**src/rtl/wb_write_buffer.sv**
```systemverilog
// rtl/wb_write_buffer.sv - In-order register write buffer between writeback and the register file
//
// Queues register write requests from the writeback stage and drains them in
// acceptance order, at most one per cycle, onto the register file write port.
// A drain is held off while the port is stalled. With `WB_LOOKUP_EN defined,
// two combinational lookup ports report the youngest pending write to a
// register so decode can forward data that has not reached the register file.
// Without WB_LOOKUP_EN the lookup outputs are tied to 0 and the selects are ignored.
//
// Ports:
//   clk, rst_n                 clock, asynchronous active-low reset
//   in_valid/in_ready          request handshake; in_reg/in_data carry the write
//   drain_stall                register file write port unavailable this cycle
//   writeRegSel/writeData      head entry (0 when empty)
//   writeEn                    head entry is written this cycle
//   lookup1Sel/lookup2Sel      registers being read by decode
//   lookup1Hit/lookup2Hit      a pending entry targets that register
//   lookup1Data/lookup2Data    data of the youngest matching pending entry
//   count                      occupied entries
module wb_write_buffer #(
  parameter int N     = 16,
  parameter int DEPTH = 4
) (
  input  logic                     clk,
  input  logic                     rst_n,
  input  logic                     in_valid,
  input  logic [2:0]               in_reg,
  input  logic [N-1:0]             in_data,
  output logic                     in_ready,
  input  logic                     drain_stall,
  output logic [2:0]               writeRegSel,
  output logic [N-1:0]             writeData,
  output logic                     writeEn,
  input  logic [2:0]               lookup1Sel,
  input  logic [2:0]               lookup2Sel,
  output logic                     lookup1Hit,
  output logic                     lookup2Hit,
  output logic [N-1:0]             lookup1Data,
  output logic [N-1:0]             lookup2Data,
  output logic [$clog2(DEPTH):0]   count
);

  localparam int PW = $clog2(DEPTH);
  localparam int CW = PW + 1;

  logic [2:0]    regMem  [DEPTH];
  logic [N-1:0]  dataMem [DEPTH];
  logic [PW-1:0] head;
  logic [PW-1:0] tail;
  logic          empty;
  logic          full;
  logic          push;

  assign empty    = (count == '0);
  assign full     = (count == CW'(DEPTH));
  // Depends only on registered count, so a full buffer refuses a push even
  // in a cycle where it also drains.
  assign in_ready = ~full;
  assign push     = in_valid & in_ready;

  assign writeEn     = ~empty & ~drain_stall;
  assign writeRegSel = empty ? 3'd0 : regMem[head];
  assign writeData   = empty ? '0 : dataMem[head];

  always_ff @(posedge clk or negedge rst_n) begin
    if (!rst_n) begin
      head  <= '0;
      tail  <= '0;
      count <= '0;
    end else begin
      if (push) tail <= tail + 1'b1;
      if (writeEn) head <= head + 1'b1;
      case ({push, writeEn})
        2'b10:   count <= count + 1'b1;
        2'b01:   count <= count - 1'b1;
        default: count <= count;
      endcase
    end
  end

  // Storage is not reset; occupancy alone decides which entries are live.
  always_ff @(posedge clk) begin
    if (push) begin
      regMem[tail]  <= in_reg;
      dataMem[tail] <= in_data;
    end
  end

`ifdef WB_LOOKUP_EN
  // Walk live entries oldest to youngest so the youngest match overwrites
  // older ones. The head entry still hits while it is being written; the
  // register file bypass sees the same value that cycle.
  always_comb begin
    lookup1Hit  = 1'b0;
    lookup2Hit  = 1'b0;
    lookup1Data = '0;
    lookup2Data = '0;
    for (int i = 0; i < DEPTH; i++) begin
      if (CW'(i) < count) begin
        if (regMem[head + PW'(i)] == lookup1Sel) begin
          lookup1Hit  = 1'b1;
          lookup1Data = dataMem[head + PW'(i)];
        end
        if (regMem[head + PW'(i)] == lookup2Sel) begin
          lookup2Hit  = 1'b1;
          lookup2Data = dataMem[head + PW'(i)];
        end
      end
    end
  end
`else
  logic unusedLookupSel;
  assign unusedLookupSel = ^{lookup1Sel, lookup2Sel};
  assign lookup1Hit  = 1'b0;
  assign lookup2Hit  = 1'b0;
  assign lookup1Data = '0;
  assign lookup2Data = '0;
`endif

endmodule

```
**config.mk**
```make
export PLATFORM = sky130hd
export DESIGN_NAME = wb_write_buffer
export DESIGN_NICKNAME = d
export VERILOG_FILES = /design/src/rtl/wb_write_buffer.sv
export SDC_FILE = /design/constraint.sdc
export NUM_CORES = 1
export LEC_CHECK = 0
export CAP_MARGIN = 20
export CORE_UTILIZATION = 35
export DETAILED_ROUTE_END_ITERATION = 6
export GPL_TIMING_DRIVEN = 0
export PLACE_DENSITY_LB_ADDON = 0.12
export SETUP_SLACK_MARGIN = 0.1
export SKIP_CTS_REPAIR_TIMING = 1
export SLEW_MARGIN = 40
export SYNTH_ARGS = -nofsm -noshare
export SYNTH_HDL_FRONTEND = slang
export SYNTH_SLANG_ARGS = --single-unit
```
**constraint.sdc**
```tcl
create_clock -name clk -period 1.9 [get_ports clk]
set_input_delay 0.285 -clock clk [delete_from_list [all_inputs] [get_ports clk]]
set_output_delay 0.285 -clock clk [all_outputs]
set_load 0.05 [all_outputs]
```
# Word-level counts from Yosys, hierarchy flattened
# Memories as Yosys holds them, arrays and structs flattened.
# Cells that the tools add are included.
word_totals:
  mem_bits_rw: 76
  input_bits: 29
  elab_cells: 24
  output_inout_bits: 58
  n_memories: 2
  regBits: 7
mem_list:
  columns: ["memory", "words", "word_bits", "rd", "rd_clocked_by_memory_dff", "wr", "line", "source"]
  rows:
  - ["dataMem", 4, 16, 1, 0, 1, "47", "logic [N-1:0] dataMem [DEPTH];"]
  - ["regMem", 4, 3, 1, 0, 1, "46", "logic [2:0] regMem [DEPTH];"]
op_classes:
  bitwise_logic: 5
  n_eq_ne: 3
  reduce_logical: 2
  add_sub_neg: 4
  n_mux: 5
op_table:
  columns: ["operator", "count"]
  rows:
  - ["$mux W16", 1]
  - ["$pmux W3 S2", 1]
  - ["$add A2 B1 Y2 const B", 2]
  - ["$add A3 B1 Y3 const B", 1]
  - ["$eq A3 B3 Y1 const B", 1]
  - ["$logic_not A3 Y1", 1]
  - ["$mux W3", 1]
  - ["$not A1 Y1", 3]
  - ["$sub A3 B1 Y3 const B", 1]
  - ["$and A1 B1 Y1", 2]
  - ["$eq A2 B1 Y1 const B", 1]
  - ["$eq A2 B2 Y1 const B", 1]
  - ["$mux W1", 2]
  - ["$reduce_bool A2 Y1", 1]

# Longest topological paths before layout
# Gate-level depths: netlist (run 1).
depth:
  word_depth: 5
  depth_mapped: 9
  mapped_depth_nobuf: 9

# Worst setup path before layout (run 1)
# No wires, ideal clock.
synth_path:
  path_kind: "reg-to-reg"
  from: "register count[0]"
  to: "register count[2]"
  setup_ns: 0.082
  synth_period_minus_slack_ns: 3.003
  path_slack_ns: -1.103
  t_arrival_ns: 2.921
  required_ns: 1.818
  stages_incl_launch_ff: 10
  path_buffers: 1
  cell_sequence: "dfrtp_1 nor3_1 clkbuf_1 nor2_1 ha_1 inv_1 fa_1 xor2_1 nor2_1 xor2_1"
synth_via:
  elab_chain_cells: 5
  elab_cells_between_ends: 12
  classes_between: "2 x add/sub; 3 x eq/ne; 1 x mux; 4 x bitwise; 2 x reduce/logical"
synth_rtl:
  columns: ["item", "line", "source"]
  rows:
  - ["from (decl)", "40", "output logic [$clog2(DEPTH):0] count"]
  - ["from (signal assigned)", "74", "2'b10: count <= count + 1'b1;"]
  - ["from (signal assigned)", "75", "2'b01: count <= count - 1'b1;"]
  - ["from (signal assigned)", "76", "default: count <= count;"]
  - ["$logic_not A3 Y1 *", "54", "assign empty = (count == '0);"]
  - ["$not A1 Y1 *", "61", "assign writeEn = ~empty & ~drain_stall;"]
  - ["$and A1 B1 Y1 *", "61", null]
  - ["via writeEn", "33", "output logic writeEn,"]
  - ["$eq A2 B1 Y1 / $eq A2 B2 Y1 (equally long branches)", "73", "case ({push, writeEn})"]
  - ["$pmux W3 S2 / $reduce_bool A2 Y1 (equally long branches)", null, null]
# Mark *: on every way through the listed nets, which the timed path passes. The rest lies on a longest branch.
# A chain may end at the register's enable or synchronous reset.

# Worst setup path after layout (run 1)
layout_path:
  from: "register head[0]"
  to: "output port writeData[1]"
layout_via:
  elab_chain_cells: 2
layout_rtl:
  columns: ["item", "line", "source"]
  rows:
  - ["from (decl)", "48", "logic [PW-1:0] head;"]
  - ["from (signal assigned)", "72", "if (writeEn) head <= head + 1'b1;"]
  - ["$mem_v2 Z4 W16", null, null]
  - ["$mux W16", "63", "assign writeData = empty ? '0 : dataMem[head];"]
  - ["to (decl)", "32", "output logic [N-1:0] writeData,"]
# No other way between the ends.

==> results.sh, run 1 <==
export IMPL_cts_tree="done"
export IMPL_reg2reg_depth=9
export IMPL_synth_area_sq_mm=0.003547
export IMPL_cts_buffers=9
export IMPL_syn_to_final_growth_pct=35.70
export IMPL_nets=329
export IMPL_start_util=0.3612
export IMPL_antenna_left=0
export IMPL_crit_arrival_ns=1.81
export IMPL_setup_viol=21
export IMPL_synth_distinct_cells=21
export IMPL_place_area_sq_mm=0.004357
export IMPL_first_pass_iters=4
export IMPL_power_per_cell_area_mw_per_mm2=1760
export IMPL_vias_per_cell=4.164
export IMPL_dpl_hpwl_microns=3855
export IMPL_crit_buf_inv=3
export IMPL_io_buffers=46
export IMPL_io_pins=87
export IMPL_slew_viol_final=0
export IMPL_p_leak_uw=0.001914
export IMPL_numClockSinks=83
export IMPL_worst_pin_slew_ns=0.5484
export IMPL_gp_congestion=0.6745
export IMPL_fin_crit_sh=1.102
export IMPL_seq_area_frac_synth=0.6928
export IMPL_rsz0062_at_grt="yes"
export IMPL_rr_endpoint="count[2]"
export IMPL_regArea_sq_mm=0.002462
export IMPL_synth_compound_area_share=0
export IMPL_syn_instance_count=192
export IMPL_hold_viol_final=0
export IMPL_yosys_register_bits=83
export IMPL_design_area_sq_mm=0.004813
export IMPL_endpoint_kind="output port"
export IMPL_antenna_found_initial=0
export IMPL_coreArea_sq_mm=0.009819
export IMPL_yosys_warnings=0
export IMPL_layout_cells_non_filler=432
export IMPL_status="finished, violations left"
export IMPL_grt_usage=0.1236
export IMPL_path_cells="buf_6 -> clkbuf_16 -> mux4_2 -> nor2b_4 -> buf_6"
export IMPL_clockRootBuffer="clkbuf_8"
export IMPL_routedWlPerCell_microns=14.45
export IMPL_vdd_ir_drop_max_uv=936.4
export IMPL_setup_tns_ns=-3.055
export IMPL_die_area_sq_mm=0.01054
export IMPL_min_period_ns=2.094
export IMPL_die_y_microns=102.7
export IMPL_cp_required_ns=1.62
export IMPL_min_path_type="primary input to asynchronous set/reset pin"
export IMPL_syn_avg_cell_area_sq_um=18.47
export IMPL_htree_levels=3
export IMPL_drt_initial_drc_count=45
export IMPL_grt_pass1_vias=1756
export IMPL_r2r_start="count[0]"
export IMPL_grt_pass1_wl_microns=9114
export IMPL_cp_max_fo=5
export IMPL_synth_xor_area_share=0.01481
export IMPL_crit_family="multiplexers"
export IMPL_slowest_stage="mux4_2"
export IMPL_violations="negative setup slack"
export IMPL_synth_top_family_by_area="multiplexers"
export IMPL_route_detailed_drc=0
export IMPL_max_freq_ghz=0.4776
export IMPL_clkTransAtPathRegs_ns=0.08
export IMPL_clockBufferDepth=2
export IMPL_wl_microns=6244
export IMPL_critPathMostFrequentCell="buf_6"
export IMPL_drive_gt1_frac=0.4582
export IMPL_slowest_delay_ns=0.50
export IMPL_setup_ws_ns=-0.1939
export IMPL_grt_ovfl_total=0
export IMPL_synth_simple_area_share=0.05326
export IMPL_fill_cells=855
export IMPL_fin_skew_ns=0.01030
export IMPL_slew_headroom=0.6344
export IMPL_synth_area_mux_share=0.1277
export IMPL_start_kind="register"
export IMPL_die_w_microns=102.7
export IMPL_maxCapViolations=0
export IMPL_synthAdderAreaFrac=0.02328
export IMPL_rows=36
export IMPL_critPathKind="register to output port"
export IMPL_clock_latency_ns=0.35
export IMPL_dp_cells=404
export IMPL_num_vias=1799
export IMPL_grt_start_max_net_pins=20
export IMPL_multi_input_area_sq_mm=0.001022
export IMPL_diodes=0
export IMPL_reg2reg_slack_ns=-0.13
[worst max path at each step]
stage	from	end	slack, ns	cells after the start
after floorplan	count[2]	count[2]	-0.38	9
after global placement	head[1]	writeData[12]	-0.58	4
after detailed placement	head[1]	writeData[12]	-0.55	4
after CTS	head[1]	writeData[12]	-0.95	4
after global routing	head[0]	writeData[1]	-0.26	5
final	head[0]	writeData[1]	-0.19	5
[cells in the mapped netlist, drive strengths merged]
cell type	n	share of area
edfxtp	76	0.64
buf	37	0.078
mux4	19	0.12
nor2b	19	0.034
dfrtp	7	0.049
inv	6	0.0063
ha	5	0.018
and3	4	0.0085
xor2	4	0.0099
clkbuf	3	0.0032
nor2	2	0.0021
xnor2	2	0.0049
and2	1	0.0025
conb	1	0.0011
fa	1	0.0056
mux2	1	0.0042
mux2i	1	0.0028
nor3	1	0.0014
nor3b	1	0.0021
or3b	1	0.0032
[worst register-to-register path: cells and delay by family (launching register included)]
family | cells | cell delay [ns]
buf+inv | 2 | 0.09
simple gates | 3 | 0.70
fa+ha+maj | 2 | 0.45
flops | 1 | 0.42
xor+xnor | 2 | 0.28
[state kept, by name, summed over array words and instances (netlist names)]
| name | count |
|---|---|
| tail | 2 |
| regMem | 12 |
| dataMem | 64 |
| count | 3 |
| head | 2 |
[kinds of logic (layout without fill, tap and decap cells)]
family,Yosys count,after routing
xor+xnor,6,6
fa+ha+maj,6,6
buf+inv,46,120
flops,83,83
mux,21,21
other cells,1,34
simple gates,29,29
[cell type report]
cell class	count	area share
Tap cell	133	0.03457
Sequential cell	83	0.5116
Multi-Input combinational cell	96	0.2124
Buffer	40	0.06733
Clock inverter	7	0.01430
Inverter	6	0.005199
Timing Repair Buffer	58	0.1289
Clock buffer	9	0.02573
[through the flow]
stage                       util  setup WS [ns]  hold WS (ns)  power, uW
after floorplan                -        -0.3844      -0.01059       5495
after global placement    0.4437        -0.5801        0.4867       6632
after detailed placement  0.4437        -0.5510        0.4824       6652
after CTS                 0.4633        -0.9529        0.1940       7864
after global routing      0.4902        -0.2557        0.2099       8903
final                     0.4902        -0.1939        0.1940       8471
[power breakdown]
part           switching, uW  internal [uW]  total, uW
Clock                    613            603       1220
Combinational           2620           2050       4670
Sequential               136           2450       2580
Total                   3370           5100       8470
[layer usage]
layer  track usage  vias to the layer above  wire length (microns)
met4       0.06264                        0                     72
met3       0.02237                       11                    267
met2        0.2082                       65                   3126
met5             0                        -                      0
met1        0.1532                      866                   2778
li1              -                      857                      -
[placed cells by master (no fill, tap or decap), types with 5 or more instances in the layout]
master,instances
edfxtp_1,76
buf_4,42
conb_1,34
clkdlybuf4s50_1,22
buf_6,21
mux4_2,19
nor2b_4,11
clkbuf_8,9
nor2b_1,5
No activity file was read; power rests on OpenSTA's default activity.
==> run 2, diff against run 1 <==
--- a/config.mk
+++ b/config.mk
@@ -5,6 +5,7 @@
 export SDC_FILE = /design/constraint.sdc
 export NUM_CORES = 1
 export LEC_CHECK = 0
+export ABC_AREA = 1
 export CAP_MARGIN = 20
 export CORE_UTILIZATION = 35
 export DETAILED_ROUTE_END_ITERATION = 6
==> results.sh, run 2 <==
export IMPL_status="finished, final reports clean"
export IMPL_p_clk_frac=0.183
export IMPL_reg2reg_depth=8
export IMPL_grt_usage=0.1420
export IMPL_cp_max_fo=6
export IMPL_fin_skew_ns=0.004677
export IMPL_finalPower_uw=9826
export IMPL_synth_area_top_cells="edfxtp_1 (56%), inv_1 (8.2%), nand2_1 (7.4%)"
export IMPL_vdd_ir_drop_max_uv=945.2
export IMPL_antenna_found_initial=0
export IMPL_synth_distinct_cells=21
export IMPL_route_detailed_drc=0
export IMPL_p_leak_uw=0.002529
export IMPL_top_regs="dataMem x64, regMem x12, count x3"
export IMPL_largest_reg_flops=64
export IMPL_gp_congestion=0.6774
export IMPL_syn_to_final_growth_pct=34.80
export IMPL_synth_area_sq_mm=0.004055
export IMPL_worst_pin_slew_ns=0.6970
export IMPL_setup_viol=0
export IMPL_clock_latency_ns=0.33
export IMPL_synth_edf_count=76
export IMPL_cts_tree="done"
export IMPL_wl_microns=8122
export IMPL_critPathKind="register to output port"
export IMPL_layout_common_cells="inv_1 (85), nand2_1 (76), edfxtp_1 (76)"
export IMPL_slew_headroom=0.5342
export IMPL_yosys_area_top_type="edfxtp_1"
export IMPL_clkTransAtPathRegs_ns=0.06
export IMPL_dp_slack_ns=-0.4305
export IMPL_antenna_left=0
export IMPL_seq_power_share=0.262
export IMPL_slowest_delay_ns=0.34
export IMPL_hold_viol_final=0
export IMPL_diodes=0
export IMPL_coreArea_sq_mm=0.01108
export IMPL_die_area_sq_mm=0.01202
export IMPL_crit_arrival_ns=1.58
export IMPL_min_path_type="primary input to asynchronous set/reset pin"
export IMPL_routedWlPerCell_microns=12.77
export IMPL_start_kind="register"
export IMPL_path_cells="buf_6 -> inv_6 -> buf_12 -> clkbuf_16 -> nand2_4 -> nand3_2 -> a21oi_2 -> buf_6"
export IMPL_yosysTopAreaCellShare=0.5628
export IMPL_synth_most_common_cell="inv_1"
export IMPL_setup_ws_ns=0.03828
export IMPL_vias_per_cell=4.123
export IMPL_io_buffers=46
export IMPL_power_per_cell_area_mw_per_mm2=1797
export IMPL_maxCapViolations=0
export IMPL_numClockSinks=83
export IMPL_die_y_microns=109.6
export IMPL_syn_instance_count=392
export IMPL_ys_flop_type="edfxtp_1"
export IMPL_max_freq_ghz=0.5371
export IMPL_grt_ovfl_total=0
export IMPL_seq_area_frac_synth=0.6060
export IMPL_rr_endpoint="count[1]"
export IMPL_power_switching_uw=4341
export IMPL_min_period_ns=1.862
export IMPL_drive_gt1_frac=0.3044
export IMPL_slowest_stage="dfrtp_1"
export IMPL_die_w_microns=109.6
export IMPL_final_common_cell="inv_1"
export IMPL_crit_buf_inv=5
export IMPL_regMostFlops="dataMem"
export IMPL_p_sw_frac=0.4418
export IMPL_grt_start_max_net_pins=20
export IMPL_crit_family="buffers and inverters"
export IMPL_num_vias=2622
export IMPL_reg2reg_slack_ns=0.17
export IMPL_htree_levels=3
export IMPL_rows=38
export IMPL_io_pins=87
export IMPL_cp_required_ns=1.62
export IMPL_syn_avg_cell_area_sq_um=10.34
export IMPL_start_util=0.3660
export IMPL_first_pass_iters=4
export IMPL_yosys_register_bits=83
export IMPL_yosys_top_cells_count="inv_1 (89), nand2_1 (80), edfxtp_1 (76)"
export IMPL_clockBufferDepth=2
export IMPL_endpoint_kind="output port"
export IMPL_grt_pass1_wl_microns=12160
export IMPL_dpl_hpwl_microns=4932
export IMPL_cts_buffers=9
export IMPL_setup_tns_ns=0
export IMPL_nets=527
export IMPL_comb_power_share=0.555
export IMPL_r2r_start="count[0]"
export IMPL_rsz0062_at_grt="yes"
export IMPL_clockRootBuffer="clkbuf_16"
export IMPL_ys_async_sr_fraction=0.08434
export IMPL_fin_crit_sh=0.9799
export IMPL_grt_pass1_vias=2378
export IMPL_drt_initial_drc_count=90
export IMPL_slew_viol_final=0
export IMPL_intPower_uw=5484
export IMPL_critPathMostFrequentCell="buf_6"
export IMPL_yosys_warnings=0
==> run 2: metal layers <==
layer,track usage,share of wire,vias up
li1,-,-,1356
met2,0.2399,0.47,76
met3,0.03142,0.051,9
met1,0.1813,0.46,1181
met4,0.04476,0.014,0
met5,0,0,-
==> run 2: worst max-delay path by stage <==
stage                  start            end  slack (ns)  depth (start not counted)
floorplan           count[1]       count[1]       -0.13                          8
global placement    in_valid  dataMem[2][9]       -0.46                          3
detailed placement   head[1]  writeData[11]       -0.43                          5
CTS                  head[1]  writeData[10]       -0.79                          5
global route         head[0]   writeData[0]       -0.04                          8
finish               head[0]   writeData[0]        0.04                          8
==> run 2: logic make-up (layout without fill, tap and decap cells) <==
logic type      Yosys count  after routing  share of synthesized area
compound gates           21             21                    0.03517
fa+ha+maj                 6              6                    0.02036
simple gates            139            139                     0.1626
xor+xnor                  2              2                   0.004320
flops                    83             83                     0.6060
buf+inv                 140            211                     0.1706
other cells               1             34                  0.0009248
==> run 2: power by group through the flow <==
| stage | Sequential, uW | Combinational [uW] | Clock, uW |
|---|---|---|---|
| global placement | 2610 | 4840 | 0 |
| floorplan | 2700 | 3360 | 0 |
| finish | 2570 | 5450 | 1800 |
| global route | 2610 | 5860 | 1900 |
| detailed placement | 2610 | 4900 | 0 |
| CTS | 2580 | 4910 | 1820 |
==> run 2: through the flow <==
stage | area (sq um) | std cells | hold WS, ns | util
final | 5466 | 636 | 0.2404 | 0.4934
after global routing | 5466 | 636 | 0.2737 | 0.4934
after CTS | 5207 | 626 | 0.2468 | 0.4701
after detailed placement | 4900 | 611 | 0.5063 | 0.4423
after global placement | 4885 | 611 | 0.5056 | 0.4409
after floorplan | 4249 | 425 | -0.01059 | -
==> run 2: layout make-up <==
class	count	area [sq um]
buffer	47	390.4
clock buffer	10	229.0
clock inverter	5	78.83
fill	1008	5612
inverter	93	377.9
multi-input combinational	202	1171
sequential	83	2461
tap	140	175.2
timing repair buffer	56	583.1
==> run 2: worst register-to-register path: stages, from the launching register on <==
cell        delay [ns]
dfrtp_2           0.43
inv_4             0.09
nand3_4           0.13
nand2_4           0.10
clkinvlp_4        0.11
ha_4              0.19
inv_4             0.06
fa_2              0.45
o21ai_2           0.12
==> run 3, diff against run 2 <==
--- a/config.mk
+++ b/config.mk
@@ -8,6 +8,7 @@
 export ABC_AREA = 1
 export CAP_MARGIN = 20
 export CORE_UTILIZATION = 35
+export CTS_CLUSTER_SIZE = 20
 export DETAILED_ROUTE_END_ITERATION = 6
 export GPL_TIMING_DRIVEN = 0
 export PLACE_DENSITY_LB_ADDON = 0.12
==> results of run 3 <==
The final DEF is identical to that of run 2; final timing and power are the same.
